File: src/rtl/pipe_pkg.sv
// rtl/pipe_pkg.sv - shared types and constants for the pipeline hazard controller
package pipe_pkg;

    localparam int REG_AW_DEFAULT = 3;

    typedef enum logic {
        RUN      = 1'b0,
        MUL_BUSY = 1'b1
    } state_t;

    localparam logic [1:0] FWD_REG   = 2'd0;
    localparam logic [1:0] FWD_EXMEM = 2'd1;
    localparam logic [1:0] FWD_MEMWB = 2'd2;

    typedef struct packed {
        logic                      valid;
        logic [REG_AW_DEFAULT-1:0] rd;
        logic                      wr;
        logic                      load;
        logic                      mul;
    } stage_t;

    localparam stage_t STAGE_NOP = '0;

endpackage

File: src/rtl/fwd_unit.sv
// rtl/fwd_unit.sv - operand forward-select comparator for one EX source
module fwd_unit
    import pipe_pkg::*;
(
    input  logic [REG_AW_DEFAULT-1:0] rs,
    input  stage_t                    mem,
    input  stage_t                    wb,
    output logic [1:0]                sel
);

    // A load in MEM has no ALU result yet, so only MEM/WB can supply it.
    always_comb begin
        sel = FWD_REG;
        if (mem.valid && mem.wr && !mem.load && (mem.rd == rs)) begin
            sel = FWD_EXMEM;
        end else if (wb.valid && wb.wr && (wb.rd == rs)) begin
            sel = FWD_MEMWB;
        end
    end

endmodule

File: src/rtl/hazard_controller.sv
// rtl/hazard_controller.sv - stall, flush, MUL hold and forwarding control for a 5-stage pipeline
module hazard_controller
    import pipe_pkg::*;
#(
    parameter int REG_AW  = REG_AW_DEFAULT,
    parameter int MUL_LAT = 3,
    parameter int PCNT_W  = 16
) (
    input  logic              clk,
    input  logic              reset,
    input  logic              id_valid,
    input  logic [REG_AW-1:0] id_rs1,
    input  logic [REG_AW-1:0] id_rs2,
    input  logic              id_use_rs1,
    input  logic              id_use_rs2,
    input  logic [REG_AW-1:0] id_rd,
    input  logic              id_wr,
    input  logic              id_load,
    input  logic              id_mul,
    input  logic              ex_branch_taken,
    output logic              pc_stall,
    output logic              if_id_stall,
    output logic              if_id_flush,
    output logic              id_ex_bubble,
    output logic              ex_hold,
    output logic              ex_mem_bubble,
    output logic [1:0]        fwd_a,
    output logic [1:0]        fwd_b,
    output logic [PCNT_W-1:0] stall_cnt,
    output logic [PCNT_W-1:0] flush_cnt
);

    localparam logic [3:0] MUL_LOAD = (MUL_LAT > 1) ? 4'(MUL_LAT - 2) : 4'd0;
    localparam logic [PCNT_W-1:0] CNT_MAX = '1;

    state_t            state, next_state;
    logic [3:0]        mul_cnt;
    stage_t            ex_st, mem_st, wb_st;
    logic [REG_AW-1:0] ex_rs1, ex_rs2;
    logic              branch, load_use;

    always_ff @(posedge clk or posedge reset) begin
        if (reset) begin
            state <= RUN;
        end else begin
            state <= next_state;
        end
    end

    // Branch squashes the dependent ID instruction, so it outranks load-use.
    always_comb begin
        next_state    = state;
        pc_stall      = 1'b0;
        if_id_stall   = 1'b0;
        if_id_flush   = 1'b0;
        id_ex_bubble  = 1'b0;
        ex_hold       = 1'b0;
        ex_mem_bubble = 1'b0;
        branch        = !reset && (state == RUN) && ex_branch_taken;
        load_use      = !reset && id_valid && ex_st.valid && ex_st.load && ex_st.wr &&
                        ((id_use_rs1 && (ex_st.rd == id_rs1)) ||
                         (id_use_rs2 && (ex_st.rd == id_rs2)));
        if (reset) begin
            next_state = RUN;
        end else if (state == MUL_BUSY) begin
            pc_stall      = 1'b1;
            if_id_stall   = 1'b1;
            ex_hold       = 1'b1;
            ex_mem_bubble = 1'b1;
            if (mul_cnt == 4'd0) begin
                next_state = RUN;
            end
        end else begin
            if (branch) begin
                if_id_flush  = 1'b1;
                id_ex_bubble = 1'b1;
            end else if (load_use) begin
                pc_stall     = 1'b1;
                if_id_stall  = 1'b1;
                id_ex_bubble = 1'b1;
            end
            if (ex_st.valid && ex_st.mul && (MUL_LAT > 1)) begin
                next_state = MUL_BUSY;
            end
        end
    end

    always_ff @(posedge clk or posedge reset) begin
        if (reset) begin
            mul_cnt   <= 4'd0;
            ex_st     <= STAGE_NOP;
            mem_st    <= STAGE_NOP;
            wb_st     <= STAGE_NOP;
            ex_rs1    <= '0;
            ex_rs2    <= '0;
            stall_cnt <= '0;
            flush_cnt <= '0;
        end else begin
            if (state != MUL_BUSY) begin
                if (id_ex_bubble || !id_valid) begin
                    ex_st <= STAGE_NOP;
                end else begin
                    ex_st <= stage_t'{valid: 1'b1, rd: id_rd, wr: id_wr,
                                      load: id_load, mul: id_mul};
                end
                ex_rs1 <= id_rs1;
                ex_rs2 <= id_rs2;
                mem_st <= ex_mem_bubble ? STAGE_NOP : ex_st;
                wb_st  <= mem_st;
            end
            if ((state == RUN) && (next_state == MUL_BUSY)) begin
                mul_cnt <= MUL_LOAD;
            end else if ((state == MUL_BUSY) && (mul_cnt != 4'd0)) begin
                mul_cnt <= mul_cnt - 4'd1;
            end
            if (pc_stall && (stall_cnt != CNT_MAX)) begin
                stall_cnt <= stall_cnt + 1'b1;
            end
            if (branch && (flush_cnt != CNT_MAX)) begin
                flush_cnt <= flush_cnt + 1'b1;
            end
        end
    end

    fwd_unit u_fwd_a (
        .rs  (ex_rs1),
        .mem (mem_st),
        .wb  (wb_st),
        .sel (fwd_a)
    );

    fwd_unit u_fwd_b (
        .rs  (ex_rs2),
        .mem (mem_st),
        .wb  (wb_st),
        .sel (fwd_b)
    );

endmodule

File: config.mk
export PLATFORM = sky130hd
export DESIGN_NAME = hazard_controller
export DESIGN_NICKNAME = d
export VERILOG_FILES = /design/src/rtl/pipe_pkg.sv /design/src/rtl/fwd_unit.sv /design/src/rtl/hazard_controller.sv
export SDC_FILE = /design/constraint.sdc
export NUM_CORES = 1
export LEC_CHECK = 0
export ABC_AREA = 1
export CAP_MARGIN = 40
export CORE_MARGIN = 1.5
export CORE_UTILIZATION = 25
export CTS_BUF_LIST = sky130_fd_sc_hd__clkbuf_8
export CTS_CLUSTER_DIAMETER = 40
export CTS_CLUSTER_SIZE = 10
export DETAILED_ROUTE_END_ITERATION = 12
export PLACE_DENSITY = 0.5
export SYNTH_ARGS = -nofsm -noshare
export SYNTH_HDL_FRONTEND = slang
export SYNTH_SLANG_ARGS = --single-unit
export TNS_END_PERCENT = 10
File: constraint.sdc
create_clock -name clk -period 3.81 [get_ports clk]
set_clock_uncertainty 0.2 [all_clocks]
set_input_delay 0.5715 -clock clk [delete_from_list [all_inputs] [get_ports clk]]
set_output_delay 0.5715 -clock clk [all_outputs]
set_load 0.02 [all_outputs]
# Word level (Yosys, flattened, before mapping)
# Index checks and enable logic that the tools add are counted.
[word_totals]
register_bits = 61
latch_bits = 0
ramBits = 0
romBits = 0
input_bits = 18
out_inout_bits = 42
word_cells = 83
memories = 0
[op_classes]
add_sub_neg = 3
multipliers = 0
div_mod_pow = 0
n_lt_le_gt_ge = 0
eq_ne = 8
shift = 0
mux = 24
bitwise = 1
reduce_logical = 29
[ops]
columns = ["op", "count"]
rows = [
  ["adder 16 x 1 -> 16 bit (second input constant)", 2],
  ["inequality test 16 bit (second input constant)", 2],
  ["logical AND 1 bit", 21],
  ["equality test 3 bit", 6],
  ["two-way mux 1 bit", 16],
  ["two-way mux 7 bit", 2],
  ["two-way mux 2 bit", 4],
  ["two-way mux 4 bit", 2],
  ["logical NOT 4 bit", 1],
  ["nonzero test 4 bit", 1],
  ["subtractor 4 x 1 -> 4 bit (second input constant)", 1],
  ["logical NOT 1 bit", 3],
  ["logical OR 1 bit", 2],
  ["nonzero test 2 bit", 1],
  ["inverter 1 bit", 1],
]

# Logic depth before layout (Yosys ltp)
[depth]
depth_word = 12
depth_mapped = 12
mapped_depth_nobuf = 11

# Cells and area by module
# Synthesis repeated with hierarchy kept, for this count alone.
[unflattened]
cells_unflattened = 487
hier_area_um2 = 3570.9
[modules_own_cells]
columns = ["mod", "n_inst", "cells_each", "area_each_um2", "seq_area_each_um2"]
rows = [
  ["hazard_controller", 1, 427, 3313.2, 1601.5],
  ["fwd_unit", 2, 30, 128.9, 0.0],
]

# Worst setup path before layout
# OpenSTA, ideal clock, no wires.
[synth_timing]
path_kind = "input-to-output"
from = "input reset"
to = "output pc_stall"
t_arrival_ps = 2267
t_required_ps = 3039
slack_ps = 772
cell_stages = 7
path_buffers = 2
path_cell_list = "inv_2 nand3_1 nor3_1 nand3_1 nand2_2 buf_4 buf_4"
[synth_via]
elab_chain_cells = 10
word_cells_on_any_way = 12
classes_between = "mux: 4; reduce/logical: 8"
[synth_lines]
columns = ["element", "line_no", "text"]
rows = [
  ["start, declared", "hazard_controller.sv:10", "input logic reset,"],
  ["logical NOT 1 bit (no line)", "--", ""],
  ["logical AND 1 bit (5 in series)", "hazard_controller.sv:60", "load_use = !reset && id_valid && ex_st.valid && ex_st.load && ex_st.wr &&"],
  ["two-way mux 1 bit (3 in series)", "--", ""],
  ["two-way mux 1 bit (*)", "--", ""],
  ["end, declared", "hazard_controller.sv:21", "output logic pc_stall,"],
]
# Mark *: on every way between the ends. The rest lies on a longest branch, timed or not.

# Worst setup path after layout
[layout_timing]
from = "input reset"
to = "output id_ex_bubble"
[layout_via]
elab_chain_cells = 10
word_cells_on_any_way = 12
classes_between = "mux: 4; reduce/logical: 8"
[layout_lines]
columns = ["element", "line_no", "text"]
rows = [
  ["logical NOT 1 bit (no line)", "--", ""],
  ["logical AND 1 bit (5 in series)", "hazard_controller.sv:60", ""],
  ["two-way mux 1 bit", "hazard_controller.sv:77", "end else if (load_use) begin"],
  ["two-way mux 1 bit", "hazard_controller.sv:74", "if (branch) begin"],
  ["two-way mux 1 bit", "hazard_controller.sv:65", "end else if (state == MUL_BUSY) begin"],
  ["two-way mux 1 bit (*)", "hazard_controller.sv:63", "if (reset) begin"],
  ["end, declared", "hazard_controller.sv:24", "output logic id_ex_bubble,"],
]
# Marked as above.

==> reports/qor.yml <==
antenna_found_initial: 0
postRouteAntennaNets: 0
design_area_um2: 4310
overflow: 0
ys.flop_type: "dfrtp_1"
period_share_pct: 83.7
start_kind: "primary input"
yosys_warnings: 0
clockRootBuffer: "clkbuf_8"
post_cts_buffers: 0
core-area_um2: 13200
cts_hold_buf: 0
netlist_area_um2: 3380
async_flop_share_pct: 100
wire_per_inst_um: 11.9
required_ns: 3.04
die_y_um: 119
postPlaceCellArea_um2: 4150
drc: 0
ys_seq_elements: 61
setup_slack_ns: 0.621
antenna_cells: 0
hold_end: "ex_st[2]"
clkPwrFrac_pct: 26.5
track_usage_pct: 12.4
cts-buffers-inserted: 9
rrSetupSlack_ns: 1.68
reg2reg_from: "flush_cnt[0]"
max-cap-violations: 0
p_int_uw: 1210
post_route_cells_drive_above_1_share_pct: 5.73
drt_iter0_drc: 153
worstPathMaxFanout: 8
rsz0062_at_grt: "false"
grt_max_degree: 62
place_ws_ns: 0.609
hold_depth: 2
vdd_drop_max_mv: 0.256
syn_area_per_cell_um2: 7.67
die_area_um2: 14200
cts_tree: "built"
start_util_pct: 25.6
area_delta_synth_final_pct: 27.2
p_per_area_nw_per_um2: 431
gp_congestion: 0.811
fmax_mhz: 314
cts-resized-gates: 0
clock_latency_ns: 0.35
cts.sinks: 61
ff2ff_path_depth: 8
hold_path_class: "reg -> reg"
grt_pass1_vias: 2895
timing.rr.end: "flush_cnt[10]"
p_sw_uw: 643
min_period_ns: 3.19
syn_inst: 441
hpwl_mm: 5.85
worstSetupPathType: "in -> out"
viasPerCell: 4.36
leakage_uw: 0.00197
final_cell_mix: "nand2_1, dfrtp_1, clkdlybuf4s50_1, inv_1, nand3_1"
min-delay-start: "ex_st[2]"
final_common_cell: "nand2_1"
hold_viol: 0
synth_edf_count: 0
slew_violations: 0
fillers: 1428
drtPass1Iterations: 4
syn_nets: 462
grt_pass1_wl_mm: 14.0
p_comb_share_pct: 27.0
cts_buffer_depth: 2
seq_area_frac_synth_pct: 45.1
cp.arrival_ns: 2.42
fin_nets: 523
wl_mm: 8.09
num_vias: 2976
max_slew_margin_pct: 46.3
p_sw_share_pct: 34.7
clkTransAtPathRegs_ns: 0.06
synthDistinctLibCells: 30
worst_pin_slew_ns: 0.806
rows: 42
power_frac_seq_pct: 46.4
ios: 60
status: "completed"
place.port_buffers: 59
die_w_um: 119
setup_viol: 0
htree_levels: 3
worstSetupEndpointType: "output port"
setup_tns_ns: 0
worst max-delay path by stage:
stage,start,to,slack [ns],cells after the start
2_1_floorplan,reset,pc_stall,0.77,7
3_3_place_gp,reset,id_ex_bubble,0.63,9
3_5_place_dp,reset,id_ex_bubble,0.61,9
4_1_cts,reset,id_ex_bubble,0.61,9
5_1_grt,id_rs1[2],id_ex_bubble,0.47,12
6_report,reset,id_ex_bubble,0.62,9
sequential cells by signal, summed over array words and instances, names as in the netlist:
signal	count
flush_cnt	16
wb_st	5
mul_cnt	4
ex_rs1	3
ex_st	7
mem_st	6
state	1
stall_cnt	16
ex_rs2	3
synth_stat cells (5+ instances only):
library cell	count	share of area [%]
nand4_1	6	1.1
inv_1	43	4.8
dfrtp_1	61	45
xnor2_1	14	3.6
o21ai_1	8	1.2
xor2_1	20	5.2
o21ai_0	18	2.7
inv_2	5	0.55
nor3_1	12	1.8
nand3_1	40	5.9
nor2_1	26	2.9
nand2_1	152	17
cell families (layout without fill, tap and decap cells):
kind of cell	after synthesis	count (layout)	synth area share (%)
compound gates	30	30	4.47
xor+xnor	34	34	8.80
fa+ha+maj	3	3	1.11
buf+inv	60	125	7.43
flops	61	61	45.1
simple gates	253	253	33.1
area by class of cell:
class / count / area (um2) / share of cell area [%]
clock buffer: 10 / 138 / 3.20
clock inverter: 5 / 21.3 / 0.494
inverter: 48 / 180 / 4.18
multi-input combinational: 320 / 1610 / 37.3
sequential: 61 / 1530 / 35.5
tap: 176 / 220 / 5.11
timing repair buffer: 62 / 613 / 14.2
power by group through the flow:
stage	clock network (uW)	registers [uW]	logic, uW
6_report	492	861	502
5_1_grt	546	883	570
4_1_cts	513	862	510
3_5_place_dp	0	872	505
3_3_place_gp	0	871	497
2_1_floorplan	0	910	257
layer usage:
layer  track usage [%]  wire, um
met4              5.73       119
met3              3.11       289
met1              16.2      3920
met5                 0         0
met2              19.3      3770
critical path, cell delays in order:
cell	delay [ns]
clkdlybuf4s50_1	0.51
inv_2	0.10
nand3_1	0.06
nor3_1	0.20
nand2_1	0.08
nand2_1	0.06
nand2_1	0.14
inv_1	0.10
clkdlybuf4s50_1	0.60
stage by stage:
step / util, % / total power [uW] / instances / hold WS (ns)
after floorplan: - / 1170 / 441 / 0.244
after global placement: 31.3 / 1370 / 667 / 0.265
after detailed placement: 31.3 / 1380 / 667 / 0.267
after CTS: 32.5 / 1880 / 682 / 0.286
after global routing: 32.5 / 2000 / 682 / 0.307
final: 32.5 / 1850 / 682 / 0.279
Note: power is estimated with default switching activity, not from simulation.
